File: config.mk
export PLATFORM = sky130hd
export DESIGN_NAME = serial_link_training_ctrl
export DESIGN_NICKNAME = d
export VERILOG_FILES = /design/src/rtl/serial_link_pkg.sv /design/src/rtl/counter.sv /design/src/rtl/serial_link_training_ctrl.sv
export SDC_FILE = /design/constraint.sdc
export NUM_CORES = 1
export LEC_CHECK = 0
export CAP_MARGIN = 20
export CORE_MARGIN = 2
export CORE_UTILIZATION = 35
export DETAILED_ROUTE_END_ITERATION = 8
export PLACE_DENSITY = 0.69
export SYNTH_ARGS = -nofsm -noshare
export SYNTH_HDL_FRONTEND = slang
export SYNTH_SLANG_ARGS = --single-unit
File: constraint.sdc
create_clock -name clk_i -period 2.4 [get_ports clk_i]
set_input_delay 0.48 -clock clk_i [delete_from_list [all_inputs] [get_ports clk_i]]
set_output_delay 0.48 -clock clk_i [all_outputs]
set_load 0.01 [all_outputs]
File: src/rtl/serial_link_pkg.sv
// rtl/serial_link_pkg.sv - shared types, constants and training pattern for the serial link
package serial_link_pkg;

  localparam int unsigned NumChannels      = 4;
  localparam int unsigned RawModeFifoDepth = 8;
  localparam int unsigned MaxPhyDataWidth  = 64;

  typedef logic [7:0] phy_data_t;

  typedef enum logic [2:0] {
    IDLE,
    CLEAR,
    SEND,
    RECV,
    DONE
  } training_state_e;

  // Alternating 01/10 bit pattern (toggled per word) with the word index folded in,
  // so a stuck lane, a swapped word or a dropped word all show up as a mismatch.
  function automatic logic [MaxPhyDataWidth-1:0] pattern_word(input int unsigned k,
                                                              input int unsigned width);
    logic [MaxPhyDataWidth-1:0] base;
    base = '0;
    for (int unsigned i = 0; i < MaxPhyDataWidth; i++) begin
      if (i < width) begin
        base[i] = ((k % 2) == 0) ? ((i % 2) == 0) : ((i % 2) == 1);
      end
    end
    return base ^ MaxPhyDataWidth'(k);
  endfunction

endpackage

File: src/rtl/counter.sv
// rtl/counter.sv - generic up/down counter with clear and load
module counter #(
  parameter int unsigned Width = 4
) (
  input  logic             clk_i,
  input  logic             rst_ni,
  input  logic             clear_i,
  input  logic             en_i,
  input  logic             load_i,
  input  logic             down_i,
  input  logic [Width-1:0] d_i,
  output logic [Width-1:0] q_o
);

  // Clear has priority over load, load over counting.
  always_ff @(posedge clk_i or negedge rst_ni) begin
    if (!rst_ni) begin
      q_o <= '0;
    end else if (clear_i) begin
      q_o <= '0;
    end else if (load_i) begin
      q_o <= d_i;
    end else if (en_i) begin
      q_o <= down_i ? q_o - Width'(1) : q_o + Width'(1);
    end
  end

endmodule

File: src/rtl/serial_link_training_ctrl.sv
// rtl/serial_link_training_ctrl.sv - raw-mode link training sequencer; optional RX timeout via SERIAL_LINK_TRAINING_TIMEOUT_EN
module serial_link_training_ctrl #(
  parameter int unsigned NumChannels   = serial_link_pkg::NumChannels,
  parameter int unsigned PhyDataWidth  = $bits(serial_link_pkg::phy_data_t),
  parameter int unsigned PatternLen    = 4,
  parameter int unsigned TimeoutCycles = 1024,
  localparam int unsigned SelW = (NumChannels > 1) ? $clog2(NumChannels) : 1
) (
  input  logic                    clk_i,
  input  logic                    rst_ni,
  input  logic                    start_i,
  output logic                    busy_o,
  output logic                    done_o,
  output logic [NumChannels-1:0]  ch_ok_o,
  output logic                    raw_mode_en_o,
  output logic                    flow_control_fifo_clear_o,
  output logic                    raw_mode_out_data_fifo_clear_o,
  output logic                    raw_mode_out_en_o,
  output logic [NumChannels-1:0]  raw_mode_out_ch_mask_o,
  output logic [PhyDataWidth-1:0] raw_mode_out_data_o,
  output logic                    raw_mode_out_data_valid_o,
  input  logic                    raw_mode_out_data_fifo_is_full_i,
  output logic [SelW-1:0]         raw_mode_in_ch_sel_o,
  input  logic [PhyDataWidth-1:0] raw_mode_in_data_i,
  input  logic [NumChannels-1:0]  raw_mode_in_data_valid_i,
  output logic                    raw_mode_in_data_ready_o
);

  import serial_link_pkg::*;

  localparam int unsigned KW  = $clog2(PatternLen + 1);
  localparam int unsigned ChW = $clog2(NumChannels + 1);

  training_state_e        state_q;
  logic [KW-1:0]          k_q;
  logic [ChW-1:0]         ch_q;
  logic [NumChannels-1:0] mask_q;

  logic [PhyDataWidth-1:0] word_k;
  logic [SelW-1:0]         ch_idx;
  logic                    rx_valid;
  logic                    word_ok;
  logic                    last_k;
  logic                    last_ch;
  logic                    tmo_hit;

  assign word_k   = PhyDataWidth'(pattern_word(32'(k_q), PhyDataWidth));
  assign ch_idx   = ch_q[SelW-1:0];
  assign rx_valid = (state_q == RECV) && raw_mode_in_data_valid_i[ch_idx];
  assign word_ok  = (raw_mode_in_data_i == word_k);
  assign last_k   = (k_q == KW'(PatternLen - 1));
  assign last_ch  = (ch_q == ChW'(NumChannels - 1));

`ifdef SERIAL_LINK_TRAINING_TIMEOUT_EN
  localparam int unsigned TmoW = (TimeoutCycles > 1) ? $clog2(TimeoutCycles) : 1;

  logic [TmoW-1:0] tmo_q;

  // Counts consecutive RECV cycles on the current channel with no valid word.
  assign tmo_hit = (state_q == RECV) && !rx_valid && (tmo_q == TmoW'(TimeoutCycles - 1));

  counter #(
    .Width (TmoW)
  ) u_timeout (
    .clk_i   (clk_i),
    .rst_ni  (rst_ni),
    .clear_i ((state_q != RECV) || rx_valid || tmo_hit),
    .en_i    ((state_q == RECV) && !rx_valid),
    .load_i  (1'b0),
    .down_i  (1'b0),
    .d_i     ('0),
    .q_o     (tmo_q)
  );
`else
  assign tmo_hit = 1'b0;
`endif

  // Training sequencer: flush, push the pattern once, then check every channel in turn.
  always_ff @(posedge clk_i or negedge rst_ni) begin
    if (!rst_ni) begin
      state_q <= IDLE;
      k_q     <= '0;
      ch_q    <= '0;
      mask_q  <= '0;
      ch_ok_o <= '0;
    end else begin
      case (state_q)
        IDLE: begin
          if (start_i) state_q <= CLEAR;
        end
        CLEAR: begin
          mask_q  <= '1;
          k_q     <= '0;
          ch_q    <= '0;
          state_q <= SEND;
        end
        SEND: begin
          if (!raw_mode_out_data_fifo_is_full_i) begin
            if (last_k) begin
              k_q     <= '0;
              ch_q    <= '0;
              state_q <= RECV;
            end else begin
              k_q <= k_q + KW'(1);
            end
          end
        end
        RECV: begin
          if (rx_valid) begin
            if (!word_ok) mask_q[ch_idx] <= 1'b0;
            if (last_k) begin
              k_q <= '0;
              if (last_ch) state_q <= DONE;
              else         ch_q    <= ch_q + ChW'(1);
            end else begin
              k_q <= k_q + KW'(1);
            end
          end else if (tmo_hit) begin
            mask_q[ch_idx] <= 1'b0;
            k_q            <= '0;
            if (last_ch) state_q <= DONE;
            else         ch_q    <= ch_q + ChW'(1);
          end
        end
        DONE: begin
          ch_ok_o <= mask_q;
          state_q <= IDLE;
        end
        default: state_q <= IDLE;
      endcase
    end
  end

  // Status and link controls decode straight from the state flops.
  assign busy_o                         = (state_q != IDLE);
  assign done_o                         = (state_q == DONE);
  assign raw_mode_en_o                  = (state_q == CLEAR) || (state_q == SEND) || (state_q == RECV);
  assign flow_control_fifo_clear_o      = (state_q == CLEAR);
  assign raw_mode_out_data_fifo_clear_o = (state_q == CLEAR);
  assign raw_mode_out_en_o              = (state_q == SEND) || (state_q == RECV);
  assign raw_mode_out_ch_mask_o         = {NumChannels{raw_mode_out_en_o}};
  assign raw_mode_out_data_o            = (state_q == SEND) ? word_k : '0;
  assign raw_mode_out_data_valid_o      = (state_q == SEND) && !raw_mode_out_data_fifo_is_full_i;
  assign raw_mode_in_ch_sel_o           = (state_q == RECV) ? ch_idx : '0;
  assign raw_mode_in_data_ready_o       = (state_q == RECV);

endmodule
# ---- After elaboration in Yosys (flattened, before gate mapping)
# Cells that the tools add are included.
dict set report word_totals {
  reg_bits 17
  input_bits 16
  out_inout_bits 26
  elab_cells 71
}
dict set report op_classes {
  addsub 2
  order_cmp 2
  eq_ne 15
  mux 28
  bitwise_logic 3
  n_reduce_logical 16
}
# cell n
set ops {}
lappend ops {{2-to-1 mux 3 bit} 14}
lappend ops {{logical NOT 32 bit} 1}
lappend ops {{one-hot mux 3 bit (3 select lines)} 2}
lappend ops {{equality test 3 x 2 -> 1 bit, second input constant} 4}
lappend ops {{one-hot mux 3 bit (4 select lines)} 1}
lappend ops {{AND reduction 6 bit} 2}
lappend ops {{!= test 2 bit, second input constant} 5}
lappend ops {{equality test 8 bit} 1}
lappend ops {{2-to-1 mux 4 bit} 2}
lappend ops {{2-to-1 mux 8 bit} 1}
lappend ops {{one-hot mux 4 bit (2 select lines)} 1}
lappend ops {{XOR 8 x 3 -> 8 bit} 1}
lappend ops {{adder 3 x 1 -> 3 bit, second input constant} 2}
lappend ops {{!= test 2 x 1 -> 1 bit, second input constant} 3}
lappend ops {{AND reduction 3 bit} 2}
lappend ops {{nonzero test 3 bit} 2}
lappend ops {{AND 4 bit} 1}
lappend ops {{2-to-1 mux 1 bit} 4}
lappend ops {{NOT 4 bit} 1}
lappend ops {{equality test 3 x 1 -> 1 bit, second input constant} 1}
lappend ops {{equality test 3 bit, second input constant} 1}
lappend ops {{logical AND 1 bit} 3}
lappend ops {{logical NOT 3 bit} 1}
lappend ops {{logical OR 1 bit} 3}
lappend ops {{7 further kinds} 7}

# ---- Logic depth before layout (Yosys ltp)
# Gate-level depths: netlist of the first run.
dict set report logic_depth {
  ltp_word 9
  mapped_depth 6
  ltp_nobuf 6
}

# ---- Worst setup path before layout of the first run
# No wires, ideal clock.
dict set report synth_timing {
  path_type {reg2reg}
  from {register ch_q[0]}
  to {register ch_q[1]}
  setup_ns 0.122
  arrival_ns 1.780
  required_ns 2.278
  slack_ns 0.499
  path_stages_with_launch 7
  path_buffers 0
  synth_period_minus_slack_ns 1.901
  path_cell_list {dfrtp_1 -> ha_1 -> ha_1 -> and2_1 -> o22ai_1 -> or3b_1 -> a32o_1}
}
dict set report synth_via {
  elab_chain_cells 5
  word_cells_on_any_way 12
  cone_classes {add/sub: 1; eq/ne: 3; mux: 6; reduce/logical: 2}
}
# item line
set synth_lines {}
lappend synth_lines {{start: declaration} serial_link_training_ctrl.sv:36} ;# logic [ChW-1:0] ch_q;
lappend synth_lines {{start signal: assignment} serial_link_training_ctrl.sv:114} ;# else ch_q <= ch_q + ChW'(1);
lappend synth_lines {{start signal: assignment} serial_link_training_ctrl.sv:122} ;# else ch_q <= ch_q + ChW'(1);
lappend synth_lines {{adder 3 x 1 -> 3 bit / binary-select mux 1 bit (select 2 bit) (equally long branches)} --}
lappend synth_lines {{2-to-1 mux 3 bit / 2-to-1 mux 1 bit (equally long branches)} {serial_link_training_ctrl.sv:113, serial_link_training_ctrl.sv:49}}
lappend synth_lines {{2-to-1 mux 3 bit / logical AND 1 bit (equally long branches)} {serial_link_training_ctrl.sv:111, serial_link_training_ctrl.sv:49}}
lappend synth_lines {{2-to-1 mux 3 bit / != test 2 x 1 -> 1 bit (equally long branches)} --}
lappend synth_lines {{one-hot mux 3 bit (3 select lines) / AND reduction 6 bit (equally long branches)} --}
# Parallel ways exist; a longest one is shown, timed or not. The select of a mux whose other input is x is not followed.
# A chain may end at the register's enable or synchronous reset.

# ---- Worst setup path after layout of the first run
dict set report layout_timing {
  from {register state_q[2]}
  to {output done_o}
}
dict set report layout_via {
  elab_chain_cells 1
}
# item line
set layout_lines {}
lappend layout_lines {{start: declaration} serial_link_training_ctrl.sv:34} ;# training_state_e state_q;
lappend layout_lines {{start signal: assignment} serial_link_training_ctrl.sv:81} ;# state_q <= IDLE;
lappend layout_lines {{start signal: assignment} serial_link_training_ctrl.sv:89} ;# if (start_i) state_q <= CLEAR;
lappend layout_lines {{start signal: assignment} serial_link_training_ctrl.sv:95} ;# state_q <= SEND;
lappend layout_lines {{equality test 3 bit} serial_link_training_ctrl.sv:136} ;# assign done_o = (state_q == DONE);
lappend layout_lines {{end: declaration} serial_link_training_ctrl.sv:13} ;# output logic done_o,
# No other way between the ends.

==> results of run 1 <==
## placed cells by master, fill, tap and decap left out, types with 2 or more instances in the layout
cell type,instances
clkdlybuf4s50_1,34
dfrtp_1,15
nor2_1,9
inv_1,7
buf_4,7
mux2_2,6
ha_1,6
nand2_1,5
a21oi_1,5
dlymetal6s2s_1,5
nor3_1,4
nand2b_1,4
nor2_2,3
and3_1,3
clkbuf_4,3
or2b_1,2
inv_2,2
xor2_1,2
o22ai_1,2
nand3_1,2
o22ai_2,2
a32o_1,2
a211oi_1,2
dlygate4sd2_1,2
dfrtp_2,2
## logic make-up (layout without fill, tap and decap cells)
kind of cell / Yosys count / count (layout) / synth area share [%]
simple gates: 38 / 38 / 18.3
compound gates: 22 / 22 / 14.9
buf+inv: 19 / 61 / 9.30
flops: 17 / 17 / 38.1
mux: 9 / 9 / 10.3
fa+ha+maj: 6 / 6 / 6.73
xor+xnor: 3 / 3 / 2.35
## where the power goes
group | internal (µW) | switching, µW | total (µW)
clock | 61.9 | 97.8 | 160
combinational | 646 | 572 | 1220
sequential | 398 | 93.9 | 492
## state kept, by name (all words and copies together) (netlist names)
register	cells
k_q	3
mask_q	4
state_q	3
ch_q	3
ch_ok_o	4
## synth_stat cells (3+ instances only)
library cell,count,share of area (%)
a21oi_1,5,2.2
and3_1,3,1.7
buf_4,8,5.4
dfrtp_1,17,38
ha_1,6,6.7
inv_1,8,2.7
mux2_2,6,6.1
nand2_1,5,1.7
nand2b_1,4,2.2
nor2_1,11,3.7
nor3_1,4,1.8
## area by class of cell
class	instances	area, µm²	share of cell area, %
well taps	44	55.1	3.42
clock inverters	1	5.00	0.311
flip-flops and latches	17	428	26.6
inverters	9	33.8	2.10
clock buffers	3	22.5	1.40
multi-input cells	78	594	36.9
repair buffers	48	473	29.3
## critical path, cell delays in order, from the launching register on
cell             delay [ps]
dfrtp_2                 430
inv_1                   100
nor3_1                  400
clkdlybuf4s50_1         630
## layer usage
layer  routed length [µm]  global-route usage, %  up-vias
li1                     -                      -      484
met1                 1200                   21.8      480
met2                 1300                   25.5       39
met3                  215                   1.49        2
met4                   27                   5.59        0
met5                    0                      0        -
## through the flow
step / cells / utilization [%] / setup WS [ps] / TNS [ps]
final: 200 / 52.8 / 76.9 / 0
after global placement: 193 / 50.5 / 208 / 0
after CTS: 197 / 51.5 / 7.51 / 0
after global routing: 200 / 52.8 / -3.52 / -3.52
after floorplan: 114 / - / 499 / 0
after detailed placement: 193 / 50.5 / 209 / 0
## final timing paths
path / to
max: done_o
min: k_q[1]
max reg2reg: ch_q[1]
min reg2reg: k_q[1]
max in group asynchronous: state_q[0]
min in group asynchronous: state_q[2]
## timing repair
action | CTS | global route
buffers inserted | 0 | 3
endpoints found under the setup margin | 8 | 9
pin swaps | 0 | 0
gates resized for setup | 5 | 8
==> summary by stage, run 1 <==
Run status
The flow ran to the end, and the final reports show no timing, DRC or antenna violations.

Floorplanning
The core area is between 0.003 and 0.004 mm². The total die area is 0.00366 mm². During I/O placement, the number of pins put on the boundary was 42. The width of the die is approximately 60 µm.

The number of core rows is 20. The starting density of the core is 36.6%. Measured along the y axis, the die boundary spans ~60 µm.

Clock tree
The number of buffers on the longest clock path is 2. The clock network latency to the later pin of the worst-skew pair is a little under 300 ps. After clock tree synthesis, the clock-pin slew on the worst setup and hold paths is 110 ps. The clock net in this run drives a total of 17 sinks. The cell chosen for the clock root is clkbuf_4. CTS built an H-tree with a depth of 1. TritonCTS built the clock tree. The number of buffers inserted by hold repair at cts is 0.

Clock tree synthesis inserted a total of 3 buffers.

Logic synthesis
The dominant register cell in the synthesized netlist is dfrtp_1. The warning count from the yosys run is 0. The mean instance size in the synthesized netlist is a little under 10 µm². The share of flip-flops with an asynchronous set or reset after synthesis is 100%.

In this run the cell area of the synthesized design comes to 0.00112 mm². The number of register bits inferred by synthesis is 17. Synthesis produced a netlist with a net count of ~140.

The register area share after synthesis is 38.1%. Yosys mapped a number of flops with a built-in enable equal to 0. In the synthesized netlist, the number of instances is 114. The count of cell types in the netlist is 39.

Placement
At the end of routability-driven placement, the weighted congestion stood at 0.822. Once detailed placement completed, the half-perimeter wirelength came to 2160 µm. The count of port buffers added during placement is between 40 and 50.

In this run the cell area measured after placement is 0.00154 mm².

Critical path
The type of destination of the critical path is an output pin. The logic depth of the worst register-to-register path is 6. The worst setup path is of the flop to output pin kind.

The startpoint of the worst setup timing path is state_q[2]. Of all nets on the critical path, the largest fanout is 6. The startpoint identified for the worst register-to-register timing path is ch_q[1]. The kind of start point of the critical path is a flop. At the worst endpoint, the arrival time is between 1500 and 2000 ps. STA puts the critical path data required time at approximately 1900 ps. The worst register-to-register path has a setup slack of 350 ps.

Min path
The launch point of the worst hold path is k_q[1]. Along the worst hold path, the cell count comes to 1. The worst hold path belongs to the class flop to flop.

Timing
The slew at the pin closest to its max-slew limit is between 700 and 800 ps. Based on the critical path, the design can be clocked at up to approximately 430 MHz. The final-report max-slew violation count came to 0. The number of hold violations in the final report is 0. The smallest clock period supported by the final layout is computed as roughly 2300 ps. The worst path uses 96.8% of the clock period. The worst hold slack is between 500 and 600 ps.

The worst-case clock skew is between 6 and 7 ps. The final-report setup violation count is 0. In this run the tightest slew margin relative to its limit is a little under half.

Routing
The number of remaining DRC errors is 0. The final layout contains routed wiring with a total length of between 2000 and 3000 µm. For this block, the via count after detailed routing is 1005. The final antenna-violating net count is 0. After the first detailed-routing iteration, the DRC count stood at 29.

The post-detailed-route wirelength per cell is 13.7 µm. The number of detailed-route iterations in the first pass is 5. The routed via count divided by cell count is about 5.0.

Global routing
Entering global routing, the biggest net connects 18 pins. The number of global-route vias before repair was 925. Global routing used approximately 16% of the available tracks. The number of antenna violations at the first check in global routing is 0. The first global-routing pass estimated between 4000 and 5000 µm of wire.

Summed over all layers, the global routing overflow is 0.

Cells and area
From synthesis to final layout, the design area changed by 44.4%. The filler cell count is between 300 and 400. In the final layout, the share of cells above drive strength 1 is between 10% and 20%. The count of nets after finishing is approximately 180. The final design area excluding fillers is 0.00161 mm². The number of antenna diodes is 0.

Pwr
Summing internal, switching and leakage power gives 1870 µW. The total leakage power is roughly 0.00078 µW. The power per unit of standard cell area is 1160 mW/mm². Across the VDD grid, the largest voltage drop is roughly 0.45 mV.

Run
Max-cap violations in this run came to 0.
(Power assumes the default switching activity.)
==> run 2: changes to the inputs <==
--- a/config.mk
+++ b/config.mk
@@ -6,10 +6,13 @@
 export NUM_CORES = 1
 export LEC_CHECK = 0
 export CAP_MARGIN = 20
+export CELL_PAD_IN_SITES_DETAIL_PLACEMENT = 1
+export CELL_PAD_IN_SITES_GLOBAL_PLACEMENT = 1
 export CORE_MARGIN = 2
-export CORE_UTILIZATION = 35
+export CORE_UTILIZATION = 32
 export DETAILED_ROUTE_END_ITERATION = 8
-export PLACE_DENSITY = 0.69
+export PLACE_DENSITY = 0.82
+export RECOVER_POWER = 100
 export SYNTH_ARGS = -nofsm -noshare
 export SYNTH_HDL_FRONTEND = slang
 export SYNTH_SLANG_ARGS = --single-unit
==> run 2 against run 1 <==
  * Via count fell by 1.5%
  * Non-clock buffer count down 3
  * Critical endpoint is now raw_mode_out_data_fifo_clear_o
  * Clock skew barely moved
  * Worst setup slack better by 2.8 ps
  * Wire length grew 12%
  * Maximum frequency up 0.12%
  * Sequential share of layout area up 0.71 points
  * Global-route usage is 0.72 points higher
  * First-iteration DRC count shrank 6.9%
  * Hold slack better by 4.4 ps
==> summary by stage, run 2 (same netlist as run 1, synthesis figures left out) <==
Cells and area
The number of cells in the finished layout apart from fillers is 199. 0 antenna diodes ended up in the layout. In the layout the commonest cells are 20 x clkdlybuf4s50_1, 16 x dfrtp_1, 14 x dlygate4sd3_1. Of the cells placed in the final design, the portion with a size suffix greater than 1 is between 10% and 20%. The area growth from synthesis to final layout is 40.2%. The count of nets after finishing is around 180. The largest registers in the layout are ch_ok_o x4, mask_q x4. The library cell used most frequently in the layout, excluding fill and tap cells, is clkdlybuf4s50_1. The finished cells cover about 0.0016 mm².

Timing
Based on the critical path, the design can be clocked at up to between 400 and 500 MHz. The share of the clock period used by the worst path after layout is between 90% and 100%. Setup repair after global routing left no endpoint under its margin. Setup violations remaining at the end of the flow were counted as 0.

The worst slew slack as a fraction of its limit is between 40 and 50%. The worst-case clock skew is around 6.8 ps. The slew at the pin closest to its max-slew limit is between 800 and 900 ps. The final-report max-slew violation count was 0. The routed design could run at a clock period as short as approximately 2300 ps. In the post-route analysis, the smallest setup slack over all paths is ~80 ps. Hold timing on the final database bottoms out at a slack of approximately 510 ps.

The number of hold violations in the final report is 0. For the final routed database, the setup TNS stands at 0 ps.

Critical path
The number of buffers and inverters on the critical path is 1. The critical path in this run is classified as flop to output pin. The worst setup path is launched from a flop. The kind of cell with the highest combined delay along the critical path is buffers and inverters. The longest individual stage delay on the worst path is 570 ps. The critical path goes through or2b_1 -> nor2_4 -> clkdlybuf4s50_1. STA classifies the critical path endpoint as an output pin. The largest fanout on the critical path is 7. At the worst endpoint, the arrival time is around 1800 ps. The required time of the worst setup path is 1920 ps. For this design, the slowest cell found on the critical path is clkdlybuf4s50_1.

Clock tree
In this run the clock root is driven by a clkbuf_4. The number of buffers on the longest clock path is 2. Clock-pin slew was measured on the worst setup and hold paths at about 110 ps. The maximum level of the CTS H-tree is 1.

At the later pin of the worst-skew pair, clock insertion delay measures approximately 300 ps. The TritonCTS clock tree is done. The number of buffers inserted by hold repair at cts is 0. The number of buffers created by CTS is 3. The clock sink total is 17.

Pwr
The net load switching power is about 800 µW. Power spread over the standard cell area amounts to 1150 mW/mm². The clock share of power is 9.0%. Of the total power, the share spent switching nets is approximately 43%. The total leakage power is between 0.0007 and 0.0008 µW. The internal power is roughly 1000 µW. The fraction of power consumed by sequential logic is ~28%. Combinational logic is responsible for 63.4% of the overall power. The maximum resistive drop on vdd is a little under 0.4 mV.

Placement
The total instance count after detailed placement is just under 200. Before CTS, the worst setup slack after placement is roughly 180 ps. The count of port buffers added during placement is around 40. The placement-stage cell area is around 0.0015 mm².

The estimated wirelength of the detail-placed design is about 2500 µm. Routability-driven placement finished with a final weighted congestion of between 0.7 and 0.8.

Floorplanning
The floorplan step defined a core boundary enclosing around 0.0033 mm². The floorplan step set the die height to ~63 µm. The starting density of the core is approximately 33%. The total die area is 0.00398 mm². During I/O placement, the number of pins put on the boundary was 42. The width of the die is around 63 µm. The floorplan has 21 rows.

Global routing
The number of antenna violations at the first check in global routing is 0. Entering global routing, the biggest net connects 18 pins. The total routing usage reported by global routing is between 10% and 20%. Global routing consumed, on the met3 layer, approximately 3.0% of the routing resources. In this run the most used layer during global routing was met2. The first-pass GRT wire length is 5130 µm. The number of global-route vias before repair came to between 1k and 1.5k. For this run, global-route usage on met1 was measured as a little under a fifth. The met2 routing resource usage after global routing is between 30% and 40%. Global routing finished with a remaining overflow of 0.

Run
The max-cap violation count is 0.

Routing
The number of detailed-route iterations in the first pass is 3. The via count of the routed design is roughly 1000. Using the TritonRoute via totals, the vias-per-cell ratio works out to just under 5. The detail route stage leaves a number of antenna-violating nets equal to 0. The number of remaining DRC errors is 0. The post-detailed-route wirelength per cell is 15.5 µm.

Summed over all layers, the routed wires come to slightly above 3000 µm. The violation count after the first detailed-route iteration is 27.

Min path
The worst hold-check path type is flop to flop.

Run status
The run finished with clean final reports.
[run 2: repair_timing]
| action | CTS | global route |
|---|---|---|
| gates resized for setup | 7 | 8 |
| cloned | 0 | 0 |
| buffers inserted | 0 | 1 |
| endpoints found under the setup margin | 10 | 8 |
[run 2: cell type report]
class | count | area (µm²)
fillers | 409 | 1770
multi-input cells | 78 | 584
repair buffers | 45 | 433
flip-flops and latches | 17 | 427
well taps | 46 | 57.6
inverters | 9 | 36.3
clock buffers | 3 | 22.5
clock inverters | 1 | 5.00
[run 2: stage by stage]
stage	utilization, %	power, µW
after detailed placement	46.0	1710
final	46.9	1810
after CTS	47.1	1880
after floorplan	-	1220
after global routing	46.9	1960
after global placement	46.0	1650
[run 2: final timing paths]
path	from	endpoint	slack [ps]	cells after the start
setup / recovery	state_q[0]	raw_mode_out_data_fifo_clear_o	80	3
hold / removal	k_q[1]	k_q[1]	510	1
setup reg to reg	ch_q[0]	ch_q[2]	220	6
hold reg to reg	k_q[1]	k_q[1]	510	1
max in group asynchronous	rst_ni	state_q[0]	1160	1
min in group asynchronous	rst_ni	mask_q[0]	700	1
[run 2: power by group through the flow]
stage | combinational [µW] | sequential, µW | clock (µW)
finish | 1150 | 500 | 162
global route | 1260 | 524 | 179
global placement | 1150 | 499 | 0
detailed placement | 1200 | 510 | 0
floorplan | 729 | 493 | 0
CTS | 1210 | 506 | 164
[run 2: worst register-to-register path: stages (launching register included)]
cell	delay [ps]
dfrtp_1	490
ha_1	260
ha_1	220
and2_0	200
o22ai_1	240
or3b_1	410
a32o_1	260
[run 2: routing by layer]
layer | up-vias | routed length [µm]
met5 | - | 0
met4 | 0 | 21
met3 | 4 | 86
met2 | 20 | 1690
met1 | 494 | 1280
li1 | 472 | -
==> patch 1, RTL diff (config.mk and constraints of run 1) <==
Build with the macro `SERIAL_LINK_TRAINING_TIMEOUT_EN` defined.
--- a/src/rtl/serial_link_training_ctrl.sv
+++ b/src/rtl/serial_link_training_ctrl.sv
@@ -1,4 +1,6 @@
 // rtl/serial_link_training_ctrl.sv - raw-mode link training sequencer; optional RX timeout via SERIAL_LINK_TRAINING_TIMEOUT_EN
+`define SERIAL_LINK_TRAINING_TIMEOUT_EN
+
 module serial_link_training_ctrl #(
   parameter int unsigned NumChannels   = serial_link_pkg::NumChannels,
   parameter int unsigned PhyDataWidth  = $bits(serial_link_pkg::phy_data_t),
Function: same outputs for any inputs over 10 cycles, from zero or initial values and one cycle with rst_ni low; that may be too few to reach the edited logic, so the function may still have changed.
==> patch 1 against run 1 <==
Core utilization decreased by 4.0 points; cell area up 33%; highest routed layer is now met3; via count is 25% higher; global-route usage fell by 1.3 points; combinational power up 25%; critical endpoint is now raw_mode_out_data_o[1]; synthesized area up 43%; hold slack got worse by 21 ps; sequential cell count up 10; setup slack better by 41 ps; routed wire length rose by 22%; power grew 32%; count of clock-buffer cells in the layout unchanged; fmax grew 1.8%; die area grew 40%.
==> patch 1: results (changes against run 1) <==
STA
  – Setup Skew: 8.79 ps (+2.00 ps)
  – Headroom to the max-slew limit: 63.1% (+16 points)

Final layout
  – NumNets Final: 230 (+28%)
  – Layout filler cell count: 422 (+39%)
  – Fraction of layout cells with a size suffix above 1: 16.5% (-1.4 points)

Global route
  – First-pass GRT wire length: 5930 um (+38%)
  – Total Routing Usage GR: 14.4% (-1.3 points)
  – Maximum number of pins on one net before global-route repair: 28 (+10)

Route
  – Initial DRC Count: 71 (+140%)
  – Total number of vias: 1,252 (+25%)
  – Drt total wl: 3350 um (+22%)
  – Count of TritonRoute iterations in the first routing pass: 4 (-1)

Placement
  – Detailed placement HPWL: 2650 um (+23%)
  – Pre-CTS worst setup slack: -116 ps (-325 ps)
  – Weighted congestion at the end of routability-driven global placement: 0.751 (-8.7%)

Power and ir drop
  – Static leakage power: 0.905 nW (+16%)
  – Switching power: 0.932 mW (+22%)
  – Reported clock group power: 0.258 mW (+61%)
  – Fraction of power spent switching nets: 37.8% (-3.1 points)
  – Worst vdd rail ir drop: 0.499 mV (+10%)

Logic synthesis
  – Most common library cells after synthesis: sky130_fd_sc_hd__nor2_1 (30), sky130_fd_sc_hd__dfrtp_1 (27), sky130_fd_sc_hd__nand2_1 (11), sky130_fd_sc_hd__inv_1 (10), sky130_fd_sc_hd__buf_4 (8)
  – Number of nets in the synthesized netlist: 183 (+35%)
  – Parity-gate share of the synthesized area counting xor and xnor cells: 5.49% (+3.1 points)
  – Post-synthesis cell type count: 38 (-2.6%)
  – Multiplexer area fraction after synthesis: 9.73% (-0.58 points)
  – Compound-Gate Fraction of Synth Area: 9.26% (-5.6 points)
  – Portion of the post-synthesis area used by sequential elements: 42.4% (+4.3 points)

Run status
  – Result of the run: completed

Critical path
  – Worst Path Max Fanout: 8 (+2)
  – Arrival time of data at the critical path endpoint: 1800 ps (-40 ps)
  – Worst path max stage delay: 520 ps (-110 ps)

Clocking
  – Clock network latency to the later pin of the worst-skew pair: 270 ps (-20 ps)
  – Number of H-tree levels: 1 (unchanged)
  – CTS Root Buffer Type: sky130_fd_sc_hd__clkbuf_8
## patch 1: what timing repair did
action	in CTS	in global routing
hold buffers	0	0
resized for setup	1	4
buffers inserted	1	1
endpoints found under the setup margin	4	7
pin swaps	0	0
## patch 1: path summary, 6_finish.rpt
path                                   from                      to  slack [ps]  cells past startpoint
max                                  k_q[0]  raw_mode_out_data_o[1]         120                      3
min                        u_timeout.q_o[0]        u_timeout.q_o[0]         490                      1
max reg2reg                      state_q[2]              state_q[0]         260                      7
min reg2reg                u_timeout.q_o[0]        u_timeout.q_o[0]         490                      1
max in group asynchronous            rst_ni              state_q[1]        1560                      2
min in group asynchronous            rst_ni        u_timeout.q_o[4]         570                      2
## patch 1: per-layer routing
| layer | global-route usage, % | wire, um |
|---|---|---|
| met5 | 0 | 0 |
| met4 | 1.47 | 0 |
| met3 | 2.53 | 80 |
| met2 | 26.3 | 1780 |
| met1 | 18.3 | 1490 |
## patch 1: cell type report
class / count / area, um2 / area share, %
Inverter: 10 / 37.5 / 1.76
Timing Repair Buffer: 55 / 515 / 24.1
Tap cell: 52 / 65.1 / 3.04
Clock buffer: 3 / 41.3 / 1.93
Multi-Input combinational cell: 110 / 793 / 37.1
Sequential cell: 27 / 677 / 31.7
Clock inverter: 1 / 7.51 / 0.351
## patch 1: cell families (layout without fill, tap and decap cells)
kind of cell | after synthesis | count (layout)
multiplexers | 13 | 13
buffers and inverters | 23 | 69
flip-flops | 27 | 27
XOR/XNOR | 10 | 10
adder cells (fa/ha/maj) | 7 | 7
AO/OA/AOI/OAI | 16 | 16
AND/OR/NAND/NOR | 64 | 64
==> patch 2, RTL diff (settings of run 1) <==
Made on the original files. Reset style: synchronous (`rst_ni`), changed in one clocked block.
--- a/src/rtl/serial_link_training_ctrl.sv
+++ b/src/rtl/serial_link_training_ctrl.sv
@@ -76,7 +76,7 @@
 `endif
 
   // Training sequencer: flush, push the pattern once, then check every channel in turn.
-  always_ff @(posedge clk_i or negedge rst_ni) begin
+  always_ff @(posedge clk_i) begin
     if (!rst_ni) begin
       state_q <= IDLE;
       k_q     <= '0;
Formal check against the unedited RTL: differs if rst_ni is asserted again (counterexample within 4 cycles, from zero or initial values and one cycle with rst_ni low); with rst_ni held inactive, the same outputs for 10 cycles.
==> patch 2 against run 1 <==
Core utilization decreased by 1.9 points; cell area decreased by 5.2%; largest cell class unchanged; routed wire length decreased by 1.2%; power decreased by 38%; synthesized cell count increased by 14%; count of clock-buffer cells in the layout unchanged; sequential cell count unchanged; synthesized area decreased by 2.5%; largest power group unchanged; setup slack improved by 72 ps; critical path type unchanged.
==> patch 2: results (changes against run 1) <==
Hold path
  – Hold path depth: 2 (+1)
  – Endpoint with the worst hold slack: ch_q[2]
  – Start point of the worst min-delay path: ch_q[2]

Placement
  – Weighted congestion at the end of routability-driven global placement: 0.903 (+9.8%)
  – Dpl cell area: 1480 um2 (-3.9%)
  – Pre-CTS worst setup slack: 113 ps (-95.9 ps)

Final layout
  – Non-Clock Inverter Count: 6 (-3)
  – Count of sequential standard cells: 17 (unchanged)
  – Buffer share of cell area: 29.7% (+0.38 points)
  – Register Area: 343 um2 (-20%)
  – Layout filler cell count: 307 (+0.99%)
  – Layout multi-input combinational cell count: 92 (+18%)

Global route
  – First-pass GRT wire length: 4280 um (-0.49%)
  – Total Routing Usage GR: 15.8% (+0.19 points)
  – Vias in the first global route: 975 (+5.4%)

Critical path
  – Critical register-to-register path endpoint: state_q[0]
  – Worst Path Max Fanout: 9 (+3)
  – Launch instance of the worst register-to-register path: ch_q[1]
  – Endpoint of the worst setup timing path: raw_mode_out_data_o[6]
  – Slack of the worst reg-to-reg path: 330 ps (-20 ps)

Logic synthesis
  – Top post-synthesis cells by area: sky130_fd_sc_hd__dfxtp_1 (31%), sky130_fd_sc_hd__mux2i_1 (8.3%), sky130_fd_sc_hd__ha_1 (6.9%), sky130_fd_sc_hd__buf_4 (5.5%), sky130_fd_sc_hd__nand2_1 (4.1%)
  – Number of nets in the synthesized netlist: 152 (+12%)
  – Portion of the post-synthesis area used by sequential elements: 31.3% (-6.9 points)
  – Parity-gate share of the synthesized area counting xor and xnor cells: 2.41% (+0.060 points)
  – Compound-Gate Fraction of Synth Area: 12.2% (-2.7 points)
  – Adder-cell area share of the yosys netlist: 6.90% (+0.17 points)
  – Share of synthesized registers carrying an async set or reset: 0% (-100 points)
  – Multiplexer area fraction after synthesis: 11.4% (+1.1 points)

Route
  – Drt total wl: 2710 um (-1.2%)
  – Via density per instance: 5.24 (+4.2%)
  – Count of TritonRoute iterations in the first routing pass: 4 (-1)
  – Total number of vias: 1,037 (+3.2%)

Power and ir drop
  – Worst vdd rail ir drop: 0.428 mV (-5.4%)
  – Power density normalized to cell area: 762 nW/um2 (-34%)

Clocking
  – Clk pin slew, worst setup/hold paths: 90 ps (-20 ps)

Run status
  – Result of the run: completed

STA
  – Headroom to the max-slew limit: 58.2% (+11 points)
[patch 2: cell types whose count changed in the layout (fill, tap and decap cells not counted), moves of 3 or more]
cell / before / now
sky130_fd_sc_hd__o21ai_0: 1 / 6
sky130_fd_sc_hd__inv_1: 7 / 4
sky130_fd_sc_hd__nor2b_1: 1 / 5
sky130_fd_sc_hd__dfrtp_1: 15 / 0
sky130_fd_sc_hd__nand2_1: 5 / 12
sky130_fd_sc_hd__mux2i_1: 1 / 9
sky130_fd_sc_hd__mux2_2: 6 / 1
sky130_fd_sc_hd__clkdlybuf4s50_1: 34 / 37
sky130_fd_sc_hd__dfxtp_1: 0 / 15
[patch 2: layer usage]
| layer | share of wire (%) | GRT usage (%) | vias to the layer above |
|---|---|---|---|
| li1 | - | - | 512 |
| met1 | 42 | 17.0 | 485 |
| met2 | 50 | 30.6 | 35 |
| met3 | 6.7 | 2.38 | 5 |
| met4 | 1.3 | 5.71 | 0 |
| met5 | 0 | 0 | - |
